## config.mk

```make
export PLATFORM = sky130hd
export DESIGN_NAME = alu_seq_flat
export DESIGN_NICKNAME = d
export VERILOG_FILES = /design/src/rtl/alu_seq_if.sv /design/src/rtl/alu_seq.sv /design/src/flat_wrapper.sv
export SDC_FILE = /design/constraint.sdc
export NUM_CORES = 1
export LEC_CHECK = 0
export CORE_ASPECT_RATIO = 0.8
export CORE_MARGIN = 5
export CORE_UTILIZATION = 55
export DETAILED_ROUTE_END_ITERATION = 10
export DONT_BUFFER_PORTS = 1
export HOLD_SLACK_MARGIN = 0.15
export PLACE_DENSITY_LB_ADDON = 0.08
export SYNTH_ARGS = -nofsm -noshare
export SYNTH_HDL_FRONTEND = slang
export SYNTH_SLANG_ARGS = --single-unit
```

## constraint.sdc

```tcl
create_clock -name clk -period 3.9 [get_ports clk]
set_clock_uncertainty 0.1 [all_clocks]
set_input_delay 0.39 -clock clk [delete_from_list [all_inputs] [get_ports clk]]
set_output_delay 0.39 -clock clk [all_outputs]
set_load 0.02 [all_outputs]
```

## src/rtl/alu_seq_if.sv

```systemverilog
// Handshake and result bundle between an operand source and alu_seq.
interface alu_seq_if #(
    parameter int WIDTH = 8
);
    logic             in_valid;
    logic             in_ready;
    logic [WIDTH-1:0] a;
    logic [WIDTH-1:0] b;
    logic [2:0]       op;
    logic             out_valid;
    logic             out_ready;
    logic [WIDTH-1:0] result;
    logic             carry;
    logic             ovf;
    logic             zero;
    logic             neg;
    logic             busy;

    modport master (
        output in_valid, a, b, op, out_ready,
        input  in_ready, out_valid, result, carry, ovf, zero, neg, busy
    );

    modport slave (
        input  in_valid, a, b, op, out_ready,
        output in_ready, out_valid, result, carry, ovf, zero, neg, busy
    );
endinterface

```

## src/rtl/alu_seq.sv

```systemverilog
// Registered ALU with handshake: add/sub/logic ops plus bit-serial variable shifts.
// Latency: 1 cycle for non-shift ops and zero-amount shifts, N+1 cycles for an N-bit shift.
// Backpressure: result holds in HOLD until out_ready; in_ready only in IDLE, so ops never overlap.
module alu_seq #(
    parameter int WIDTH     = 8,
    parameter bit ARITH_SHR = 1'b0
) (
    input  logic      clk,
    input  logic      rst,
    alu_seq_if.slave  io
);
    localparam int SHW = $clog2(WIDTH);
    localparam int MSB = WIDTH - 1;

    localparam logic [2:0] OP_ADD = 3'b000;
    localparam logic [2:0] OP_SUB = 3'b001;
    localparam logic [2:0] OP_AND = 3'b010;
    localparam logic [2:0] OP_OR  = 3'b011;
    localparam logic [2:0] OP_XOR = 3'b100;
    localparam logic [2:0] OP_SHL = 3'b101;
    localparam logic [2:0] OP_SHR = 3'b110;
    localparam logic [2:0] OP_NOT = 3'b111;

    typedef enum logic [1:0] {IDLE, SHIFT, HOLD} state_t;

    state_t           state_q, state_d;
    logic [WIDTH-1:0] res_q, res_d;
    logic             carry_q, carry_d;
    logic             ovf_q, ovf_d;
    logic             zero_q, zero_d;
    logic             neg_q, neg_d;
    logic [SHW-1:0]   cnt_q, cnt_d;
    logic             shr_q, shr_d;

    logic [WIDTH:0]   sum, diff;
    logic [WIDTH-1:0] alu_res, sh_res;
    logic             alu_c, alu_o, sh_c;
    logic [SHW-1:0]   amt;
    logic             is_shift;

    // Single-cycle datapath, evaluated on the live inputs at the accept edge.
    always_comb begin
        sum      = {1'b0, io.a} + {1'b0, io.b};
        diff     = {1'b0, io.a} - {1'b0, io.b};
        amt      = io.b[SHW-1:0];
        is_shift = (io.op == OP_SHL) || (io.op == OP_SHR);
        alu_res  = '0;
        alu_c    = 1'b0;
        alu_o    = 1'b0;
        case (io.op)
            OP_ADD: begin
                alu_res = sum[WIDTH-1:0];
                alu_c   = sum[WIDTH];
                alu_o   = (io.a[MSB] == io.b[MSB]) && (sum[MSB] != io.a[MSB]);
            end
            OP_SUB: begin
                alu_res = diff[WIDTH-1:0];
                alu_c   = diff[WIDTH];
                alu_o   = (io.a[MSB] != io.b[MSB]) && (diff[MSB] != io.a[MSB]);
            end
            OP_AND:  alu_res = io.a & io.b;
            OP_OR:   alu_res = io.a | io.b;
            OP_XOR:  alu_res = io.a ^ io.b;
            OP_SHL:  alu_res = io.a;
            OP_SHR:  alu_res = io.a;
            OP_NOT:  alu_res = ~io.a;
            default: alu_res = '0;
        endcase
    end

    // One bit of shift per SHIFT cycle; carry tracks the bit just dropped.
    always_comb begin
        if (shr_q) begin
            sh_c   = res_q[0];
            sh_res = {ARITH_SHR & res_q[MSB], res_q[WIDTH-1:1]};
        end else begin
            sh_c   = res_q[MSB];
            sh_res = {res_q[WIDTH-2:0], 1'b0};
        end
    end

    always_comb begin
        state_d = state_q;
        res_d   = res_q;
        carry_d = carry_q;
        ovf_d   = ovf_q;
        zero_d  = zero_q;
        neg_d   = neg_q;
        cnt_d   = cnt_q;
        shr_d   = shr_q;
        case (state_q)
            IDLE: begin
                if (io.in_valid) begin
                    if (is_shift && (amt != '0)) begin
                        state_d = SHIFT;
                        res_d   = io.a;
                        cnt_d   = amt;
                        shr_d   = (io.op == OP_SHR);
                        carry_d = 1'b0;
                        ovf_d   = 1'b0;
                        zero_d  = 1'b0;
                        neg_d   = 1'b0;
                    end else begin
                        state_d = HOLD;
                        res_d   = alu_res;
                        carry_d = alu_c;
                        ovf_d   = alu_o;
                        zero_d  = (alu_res == '0);
                        neg_d   = alu_res[MSB];
                    end
                end
            end
            SHIFT: begin
                res_d   = sh_res;
                carry_d = sh_c;
                cnt_d   = cnt_q - 1'b1;
                if (cnt_q == SHW'(1)) begin
                    state_d = HOLD;
                    zero_d  = (sh_res == '0);
                    neg_d   = sh_res[MSB];
                end
            end
            HOLD: begin
                if (io.out_ready) begin
                    state_d = IDLE;
                end
            end
            default: state_d = IDLE;
        endcase
    end

    always_ff @(posedge clk) begin
        if (rst) begin
            state_q <= IDLE;
            res_q   <= '0;
            carry_q <= 1'b0;
            ovf_q   <= 1'b0;
            zero_q  <= 1'b0;
            neg_q   <= 1'b0;
            cnt_q   <= '0;
            shr_q   <= 1'b0;
        end else begin
            state_q <= state_d;
            res_q   <= res_d;
            carry_q <= carry_d;
            ovf_q   <= ovf_d;
            zero_q  <= zero_d;
            neg_q   <= neg_d;
            cnt_q   <= cnt_d;
            shr_q   <= shr_d;
        end
    end

    assign io.in_ready  = (state_q == IDLE) && !rst;
    assign io.out_valid = (state_q == HOLD);
    assign io.busy      = (state_q != IDLE);
    assign io.result    = res_q;
    assign io.carry     = carry_q;
    assign io.ovf       = ovf_q;
    assign io.zero      = zero_q;
    assign io.neg       = neg_q;
endmodule
```

## src/flat_wrapper.sv

```systemverilog
// flat-port wrapper written by rule: the top's interface ports become plain ports
module alu_seq_flat 
#(
    parameter int WIDTH     = 8,
    parameter bit ARITH_SHR = 1'b0
)
  (clk, rst, io_in_valid, io_a, io_b, io_op, io_out_ready, io_in_ready, io_out_valid, io_result, io_carry, io_ovf, io_zero, io_neg, io_busy);
  alu_seq_if #(.WIDTH(WIDTH)) io_i ();
  input  logic clk;
  input  logic rst;
  input wire logic [$bits(io_i.in_valid)-1:0] io_in_valid;
  input wire logic [$bits(io_i.a)-1:0] io_a;
  input wire logic [$bits(io_i.b)-1:0] io_b;
  input wire logic [$bits(io_i.op)-1:0] io_op;
  input wire logic [$bits(io_i.out_ready)-1:0] io_out_ready;
  output wire logic [$bits(io_i.in_ready)-1:0] io_in_ready;
  output wire logic [$bits(io_i.out_valid)-1:0] io_out_valid;
  output wire logic [$bits(io_i.result)-1:0] io_result;
  output wire logic [$bits(io_i.carry)-1:0] io_carry;
  output wire logic [$bits(io_i.ovf)-1:0] io_ovf;
  output wire logic [$bits(io_i.zero)-1:0] io_zero;
  output wire logic [$bits(io_i.neg)-1:0] io_neg;
  output wire logic [$bits(io_i.busy)-1:0] io_busy;
  assign io_i.in_valid = io_in_valid;
  assign io_i.a = io_a;
  assign io_i.b = io_b;
  assign io_i.op = io_op;
  assign io_i.out_ready = io_out_ready;
  assign io_in_ready = io_i.in_ready;
  assign io_out_valid = io_i.out_valid;
  assign io_result = io_i.result;
  assign io_carry = io_i.carry;
  assign io_ovf = io_i.ovf;
  assign io_zero = io_i.zero;
  assign io_neg = io_i.neg;
  assign io_busy = io_i.busy;
  alu_seq #(.WIDTH(WIDTH), .ARITH_SHR(ARITH_SHR)) u_core (.clk(clk), .rst(rst), .io(io_i));
endmodule
```

==> results.cfg, run 1 <==
[sta]
timing.final.crit_share_pct = 65.33
tightest_slew_ns = 0.6462
rsz0062_at_grt = no
setup_slack_ns = 1.352
hold_viol = 0
relSlewSlack_pct = 56.55
finalMaxSlewViolations = 0
fmax_mhz = 392.5
min_period_ns = 2.548
fin_setup_tns_ns = 0
final-setup-viol-count = 0

[clocking]
clk_path_buf_depth = 2
cts_htree_levels = 1
clkTransAtPathRegs_ns = 0.08
insertion_delay_ns = 0.26
cts_sinks = 18
cts_resized = 0
cts_setup_buffers = 0
tritoncts = built
cts_buffers = 3
cts_root_buf = clkbuf_8

[power_and_ir_drop]
p_int_mw = 0.3988
p_leak_nw = 1.013
power.switching_mw = 0.2412
power_density_nw_per_um2 = 262.2
combPwrFrac_pct = 39.1
power_frac_seq_pct = 36.6
switching_share_pct = 37.69
clockPowerShare_pct = 24.4
vdd_drop_max_v = 0.0001379
power.total_mw = 0.6401

[placement]
post_dp_cell_area_um2 = 2376
place_ws_ns = 1.097
place_inst = 362
hpwl_um = 4762
port_buffers = 0
gp_congestion = 0.8900

[route]
via_count = 2240
ant_nets = 0
routed_wl_um = 6045
vias_per_cell = 6.104
wl_per_cell_um = 16.47
drt-initial-drc-count = 178
dr.pass1.iters = 4
drcViolationCount = 0

[yosys]
synth_edf_count = 0
synth_flop_cell = dfxtp_1
syn-instance-count = 321
ys_types = 63
yosys_warnings = 0
synth_top_area_share_pct = 15.12
ys_top_cells_by_area = dfxtp_1, ha_1, a21oi_1
ys_seq_area_share_pct = 15.12
yosys_register_bits = 18
synth_top_area_cell = dfxtp_1
synth_nets = 372
synthArstFlopShare_pct = 0
avgSynthCellArea_um2 = 7.425
netlist_area_um2 = 2384

[global_route]
grt_max_degree = 33
grt_antenna_before_repair = 0
grt_pass1_vias = 2020
grt_use_total_pct = 21.47
grt_pass1_wl_um = 10070
overflow = 0

[floorplan]
die_h_um = 68.88
initial_core_util_pct = 57.05
rows = 21
coreArea_um2 = 4178
design.die.area_um2 = 5758
die-width_um = 83.60
ios = 38

[critical_path]
worst_setup_path_end_kind = register
crit_path_start_kind = input pin
crit_type = in2reg
crit_path_max_fanout = 6
cp.arrival_ns = 2.58
required_ns = 3.93

[final_layout]
finish.instance_area_um2 = 2441
fin_cells = 367
fillers = 394
antenna_cells = 0
final_layout_size_suffix_gt1_share_pct = 5.161
area_growth_pct = 2.415
layout.nets = 362

[run]
cap_violations = 0

[worst_hold_path]
hold_path_class = in2reg

[status]
status = complete, no violations
state kept, by name, summed over array words and instances (netlist names):
| signal | flops |
|---|---|
| u_core.io.result | 8 |
| u_core.cnt_q | 3 |
| u_core.state_q | 2 |
| u_core.io.carry | 1 |
| u_core.io.neg | 1 |
| u_core.io.ovf | 1 |
| u_core.io.zero | 1 |
| u_core.shr_q | 1 |
layout make-up:
class                   instances  area [µm²]  share of cell area [%]
repair buffers                  2       17.52                  0.7176
inverters                      30       112.6                   4.613
flip-flops and latches         18       360.3                   14.76
clock buffers                   4       55.05                   2.255
multi-input cells             256        1824                   74.73
well taps                      57       71.32                   2.922
path summary, 6_finish.rpt:
path | start | endpoint | slack (ns) | cells past startpoint
worst min-delay path | rst | u_core.io.carry | 0.18 | 2
worst max-delay path | io_b[1] | u_core.io.result[5] | 1.35 | 9
worst max register to register | u_core.state_q[0] | u_core.io.zero | 1.91 | 7
worst min register to register | u_core.cnt_q[1] | u_core.cnt_q[1] | 0.41 | 2
cells in the mapped netlist, types with 3 or more instances:
master and n:
nor2_1 31, a21oi_1 30, inv_1 30, ha_1 26, nand2_1 26, dfxtp_1 18
mux2i_1 13, o21ai_0 11, nand2b_1 10, buf_2 9, nor2b_1 7, xnor2_1 7
a211oi_1 6, clkbuf_1 5, nand3_1 5, nor3_1 5, o211ai_1 5, a221oi_1 4
nor4_1 4, o21bai_1 4, or2_2 4, a221o_1 3, a311oi_1 3, nand3b_1 3
o221ai_1 3, o22ai_1 3, xor2_1 3
layer usage:
metal / up-vias / track usage, % / share of wire (%)
li1: 1140 / - / -
met1: 1028 / 32.50 / 49
met2: 70 / 31.45 / 43
met3: 2 / 5.701 / 7.9
met4: 0 / 1.606 / 0.17
met5: - / 0 / 0
timing repair:
item	CTS	global route
setup endpoints to repair	0	0
endpoints found under the hold margin	16	0
hold buffers	1	0
cells by family (layout without fill, tap and decap cells):
group | after synthesis | in the layout | share of synthesized area [%]
AO/OA/AOI/OAI | 98 | 98 | 28.82
XOR/XNOR | 10 | 10 | 3.675
adder cells (fa/ha/maj) | 28 | 28 | 15.33
buffers and inverters | 47 | 36 | 8.346
flip-flops | 18 | 18 | 15.12
multiplexers | 15 | 15 | 7.034
AND/OR/NAND/NOR | 105 | 105 | 21.68
stage by stage:
stage	hold slack (ns)	util (%)
after floorplan	0.3713	-
after global placement	0.3614	56.87
after detailed placement	0.3633	56.87
after CTS	0.1825	58.43
after global routing	0.1874	58.43
final	0.1824	58.43
critical path, cell delays in order:
cell       delay, ns
inv_1           0.06
ha_1            0.36
a211oi_1        0.26
nor2_1          0.14
or4_2           0.55
o311ai_1        0.12
xnor2_1         0.16
a21oi_1         0.12
a2111oi_0       0.43
power by group through the flow:
| stage | combinational (mW) | clock [mW] | sequential (mW) |
|---|---|---|---|
| detailed placement | 0.244 | 0 | 0.238 |
| floorplan | 0.215 | 0 | 0.232 |
| finish | 0.250 | 0.156 | 0.234 |
| global placement | 0.243 | 0 | 0.238 |
| CTS | 0.249 | 0.157 | 0.234 |
| global route | 0.280 | 0.164 | 0.237 |
cells in the final DEF (no fill, tap or decap), types with 2 or more instances in the layout:
| cell type | instances |
|---|---|
| ha_1 | 26 |
| fa_1 | 2 |
| clkbuf_8 | 4 |
| o31ai_1 | 2 |
| o211ai_1 | 5 |
| a221o_1 | 3 |
| inv_1 | 30 |
| a21oi_1 | 30 |
| or3_1 | 2 |
| nand2b_1 | 10 |
| nor4_1 | 4 |
| a221oi_1 | 4 |
| o221ai_1 | 3 |
| o21ai_0 | 11 |
| nor3_1 | 5 |
| o22ai_1 | 3 |
| nand3b_1 | 3 |
| or2_2 | 4 |
| o311a_1 | 2 |
| xnor2_1 | 7 |
| a211oi_1 | 6 |
| nor2b_1 | 7 |
| or4_1 | 2 |
| mux2i_1 | 13 |
| o21bai_1 | 4 |
| xor2_1 | 3 |
| nand2_1 | 26 |
| dfxtp_1 | 18 |
| a2111oi_0 | 2 |
| o21a_1 | 2 |
| nor2_1 | 31 |
| nand3_1 | 5 |
| a311oi_1 | 3 |
Power figures use the tool's default switching activity.
==> run 2: changes to the inputs <==
==> constraint.sdc (replaced) <==
create_clock -name clk -period 2.27 [get_ports clk]
set_clock_uncertainty 0.1 [all_clocks]
set_input_delay 0.227 -clock clk [delete_from_list [all_inputs] [get_ports clk]]
set_output_delay 0.227 -clock clk [all_outputs]
set_load 0.02 [all_outputs]
==> results.cfg, run 2 (same netlist as run 1, synthesis figures left out) <==
[worst_hold_path]
whs_path_depth = 3
hold_path_class = in2reg
holdCritStartpoint = io_op[0]

[floorplan]
design.die.area_um2 = 5758
die-width_um = 83.60
coreArea_um2 = 4178
ios = 38
die_h_um = 68.88
initial_core_util_pct = 57.05
rows = 21

[route]
drt-initial-drc-count = 247
drcViolationCount = 0
vias_per_cell = 6.223
routed_wl_um = 6967
dr.pass1.iters = 5
wl_per_cell_um = 17.29
ant_nets = 0
via_count = 2508

[placement]
gp_congestion = 0.8885
place_ws_ns = -0.1280
port_buffers = 0
post_dp_cell_area_um2 = 2614
hpwl_um = 5310
place_inst = 392

[sta]
rsz0062_at_grt = no
hold_viol = 0
relSlewSlack_pct = 55.62
timing.final.crit_share_pct = 94.79
fmax_mhz = 464.7
final-setup-viol-count = 0
finalMaxSlewViolations = 0
setup_slack_ns = 0.1182
tightest_slew_ns = 0.6636
hold_ws_ns = 0.1779
fin_setup_tns_ns = 0
min_period_ns = 2.152

[critical_path]
crit_path_max_fanout = 6
cp.arrival_ns = 2.22
required_ns = 2.34
critical_path.startpoint = io_b[1]
crit_type = in2reg
worstReg2RegStart = u_core.state_q[0]
worst_setup_path_end_kind = register
reg2regPathDepth = 6
crit_path_start_kind = input pin

[clocking]
clk_path_buf_depth = 2
clkTransAtPathRegs_ns = 0.07
cts_htree_levels = 1
insertion_delay_ns = 0.26
cts_root_buf = clkbuf_8
cts_resized = 0
cts_buffers = 3
cts_sinks = 18
tritoncts = built

[power_and_ir_drop]
p_int_mw = 0.7419
power.total_mw = 1.192
power.switching_mw = 0.4497
clockPowerShare_pct = 23.3
combPwrFrac_pct = 42.7
power_frac_seq_pct = 34.0
switching_share_pct = 37.74
p_leak_nw = 1.182
vdd_drop_max_v = 0.0002796
power_density_nw_per_um2 = 435.1

[global_route]
grt_antenna_before_repair = 0
grt_max_degree = 33
grt_pass1_vias = 2209
grt_use_total_pct = 24.66
overflow = 0
grt_pass1_wl_um = 11430

[final_layout]
layout.nets = 398
postLayoutCoreUtil_pct = 65.56
area_growth_pct = 14.91
fin_cells = 403
antenna_cells = 0
finish.instance_area_um2 = 2739
final_layout_size_suffix_gt1_share_pct = 13.58
final_cell_mix = nor2_1, buf_4, inv_1, a21oi_1, nand2_1
largest_reg_flops = 8

[run]
cap_violations = 0

[status]
status = complete, no violations
## run 2: worst max-delay path, stage by stage
cell	delay [ns]
inv_1	0.09
ha_4	0.22
a211oi_1	0.26
nor2_1	0.13
buf_4	0.16
o22ai_4	0.17
nor2_2	0.06
a221o_1	0.26
or3_1	0.39
a211oi_1	0.23
## run 2: cell type report
type                    count  area (µm²)
fillers                   355        1439
flip-flops and latches     18       360.3
clock buffers               4       55.05
well taps                  57       71.32
repair buffers             38       302.8
inverters                  30       112.6
multi-input cells         256        1837
## run 2: worst paths after layout
| kind | endpoint | slack, ns |
|---|---|---|
| min | u_core.io.carry | 0.18 |
| min reg2reg | u_core.cnt_q[2] | 0.44 |
| max reg2reg | u_core.shr_q | 0.26 |
| max | u_core.io.result[7] | 0.12 |
## run 2: power groups by stage
stage          logic (mW)  clock network (mW)  registers (mW)
2_1_floorplan       0.371                   0           0.398
3_3_place_gp        0.480                   0           0.410
3_5_place_dp        0.485                   0           0.411
4_1_cts             0.502               0.274           0.404
5_1_grt             0.563               0.291           0.408
6_report            0.509               0.278           0.405
## run 2: per-layer routing
layer | vias up | GRT usage [%] | share of wire (%)
met5 | - | 0 | 0
met4 | 0 | 5.422 | 0.75
met3 | 7 | 4.988 | 7.7
met2 | 93 | 37.30 | 43
met1 | 1196 | 36.13 | 49
li1 | 1212 | - | -
## run 2: timing repair
action                                 in CTS  in global routing
setup buffers                               0                  0
endpoints found under the hold margin      18                  0
hold buffers                                7                  0
==> run 3: changes to the inputs <==
--- a/config.mk
+++ b/config.mk
@@ -11,7 +11,7 @@
 export DETAILED_ROUTE_END_ITERATION = 10
 export DONT_BUFFER_PORTS = 1
 export HOLD_SLACK_MARGIN = 0.15
-export PLACE_DENSITY_LB_ADDON = 0.08
+export PLACE_DENSITY = 0.72
 export SYNTH_ARGS = -nofsm -noshare
 export SYNTH_HDL_FRONTEND = slang
 export SYNTH_SLANG_ARGS = --single-unit
==> results.cfg, run 3 (same netlist as run 1, synthesis figures left out) <==
[clocking]
clkTransAtPathRegs_ns = 0.07
cts_setup_buffers = 0
tritoncts = built
clk_path_buf_depth = 2
cts_htree_levels = 1
cts_sinks = 18
insertion_delay_ns = 0.26
cts_root_buf = clkbuf_8
cts_buffers = 3

[sta]
relSlewSlack_pct = 54.41
finalMaxSlewViolations = 0
final-setup-viol-count = 0
tightest_slew_ns = 0.6815
min_period_ns = 2.165
timing.final.crit_share_pct = 95.37
hold_viol = 0
rsz0062_at_grt = no
setup_slack_ns = 0.1051
fmax_mhz = 461.9

[run]
cap_violations = 0

[power_and_ir_drop]
vdd_drop_max_v = 0.0002700
p_leak_nw = 1.195
power_density_nw_per_um2 = 429.3

[critical_path]
crit_type = in2reg
crit_chain = inv_1 > ha_1 > fa_1 > o21bai_1 > a21oi_1 > o311a_1 > o2bb2ai_1 > a221o_1 > a41o_1
cp_top_family = compound AO/OA/AOI/OAI gates
critical_path.startpoint = io_a[0]
reg2regPathDepth = 6
rrSetupSlack_ns = 0.44
cpPeakStageDelay_ns = 0.41
cp_num_cells = 9
critical_path_buf_inv_count = 1
crit_path_start_kind = input pin
crit_path_max_fanout = 5
required_ns = 2.33
worstReg2RegStart = u_core.state_q[0]
cp.arrival_ns = 2.22
critPathSlowestCell = fa_1
worst_setup_path_end_kind = register
rr_endpoint = u_core.io.zero
crit_path_end = u_core.io.zero

[global_route]
grt_pass1_wl_um = 11270
grt_antenna_before_repair = 0
grt_max_degree = 33
grt_use_total_pct = 24.10
overflow = 0
grt_pass1_vias = 2337

[final_layout]
area_growth_pct = 15.91
fillers = 372
fin_cells = 405
finish.instance_area_um2 = 2763
layout.nets = 400
final_layout_size_suffix_gt1_share_pct = 14.66
antenna_cells = 0
postLayoutCoreUtil_pct = 66.13
largest_reg_flops = 8
layout_commonest_cell = buf_4
final_cell_mix = buf_4, inv_1, nor2_1, a21oi_1, nand2_1

[floorplan]
die_h_um = 68.88
die-width_um = 83.60
initial_core_util_pct = 57.05
ios = 38
rows = 21
design.die.area_um2 = 5758
coreArea_um2 = 4178

[route]
vias_per_cell = 6.279
dr.pass1.iters = 5
wl_per_cell_um = 16.96
routed_wl_um = 6869
via_count = 2543
drcViolationCount = 0
ant_nets = 0
drt-initial-drc-count = 299

[status]
status = complete, no violations

[worst_hold_path]
hold_path_class = in2reg

[placement]
gp_congestion = 0.8909
post_dp_cell_area_um2 = 2629
place_inst = 394
place_ws_ns = -0.1341
hpwl_um = 5262
port_buffers = 0
==> run 3: area by class of cell <==
| cell class | count | area, µm² | share of cell area (%) |
|---|---|---|---|
| repair buffers | 40 | 317.8 | 11.50 |
| multi-input cells | 256 | 1846 | 66.80 |
| clock buffers | 4 | 55.05 | 1.993 |
| inverters | 30 | 112.6 | 4.076 |
| flip-flops and latches | 18 | 360.3 | 13.04 |
| well taps | 57 | 71.32 | 2.582 |
==> run 3: report_power, final <==
group	internal [mW]	leakage [nW]	switching, mW
combinational	0.249	1.02	0.266
clock	0.154	0.0288	0.113
sequential	0.343	0.148	0.0607
total	0.746	1.20	0.440
==> run 3: layer usage <==
metal / GRT usage, % / part of all wire [%]
met5: 0 / 0
met4: 3.614 / 0.86
met3: 7.126 / 10
met2: 38.79 / 43
met1: 32.88 / 47
==> run 3: worst register-to-register path, delay by kind of cell (launching register included) <==
kind / cells / cell delay (ns)
AOI/OAI and AO/OA: 4 / 0.87
DFF: 1 / 0.43
and+or+nand+nor: 2 / 0.37
==> run 3: repair_timing <==
item	4_1_cts	5_1_grt
gates resized for setup	0	3
hold buffers	7	0
endpoints found under the hold margin	18	0
setup endpoints to repair	0	3
==> run 3: per-stage QoR <==
step                      setup TNS, ns  hold slack (ns)  power, mW
final                                 0           0.1604      1.186
after global routing                  0           0.1843      1.256
after CTS                             0           0.1604      1.178
after detailed placement        -0.2688           0.2020     0.8976
after global placement          -0.1322           0.2010     0.8887
after floorplan                       0           0.2817     0.7695
==> run 3: worst min-delay path by stage <==
stage	from	endpoint	slack [ns]	cells past startpoint
2_1_floorplan	io_b[1]	u_core.cnt_q[1]	0.28	2
3_3_place_gp	rst	u_core.io.result[6]	0.20	1
3_5_place_dp	rst	u_core.shr_q	0.20	1
4_1_cts	io_op[0]	u_core.io.carry	0.16	3
5_1_grt	io_op[0]	u_core.io.ovf	0.18	3
6_report	io_op[0]	u_core.io.ovf	0.16	3
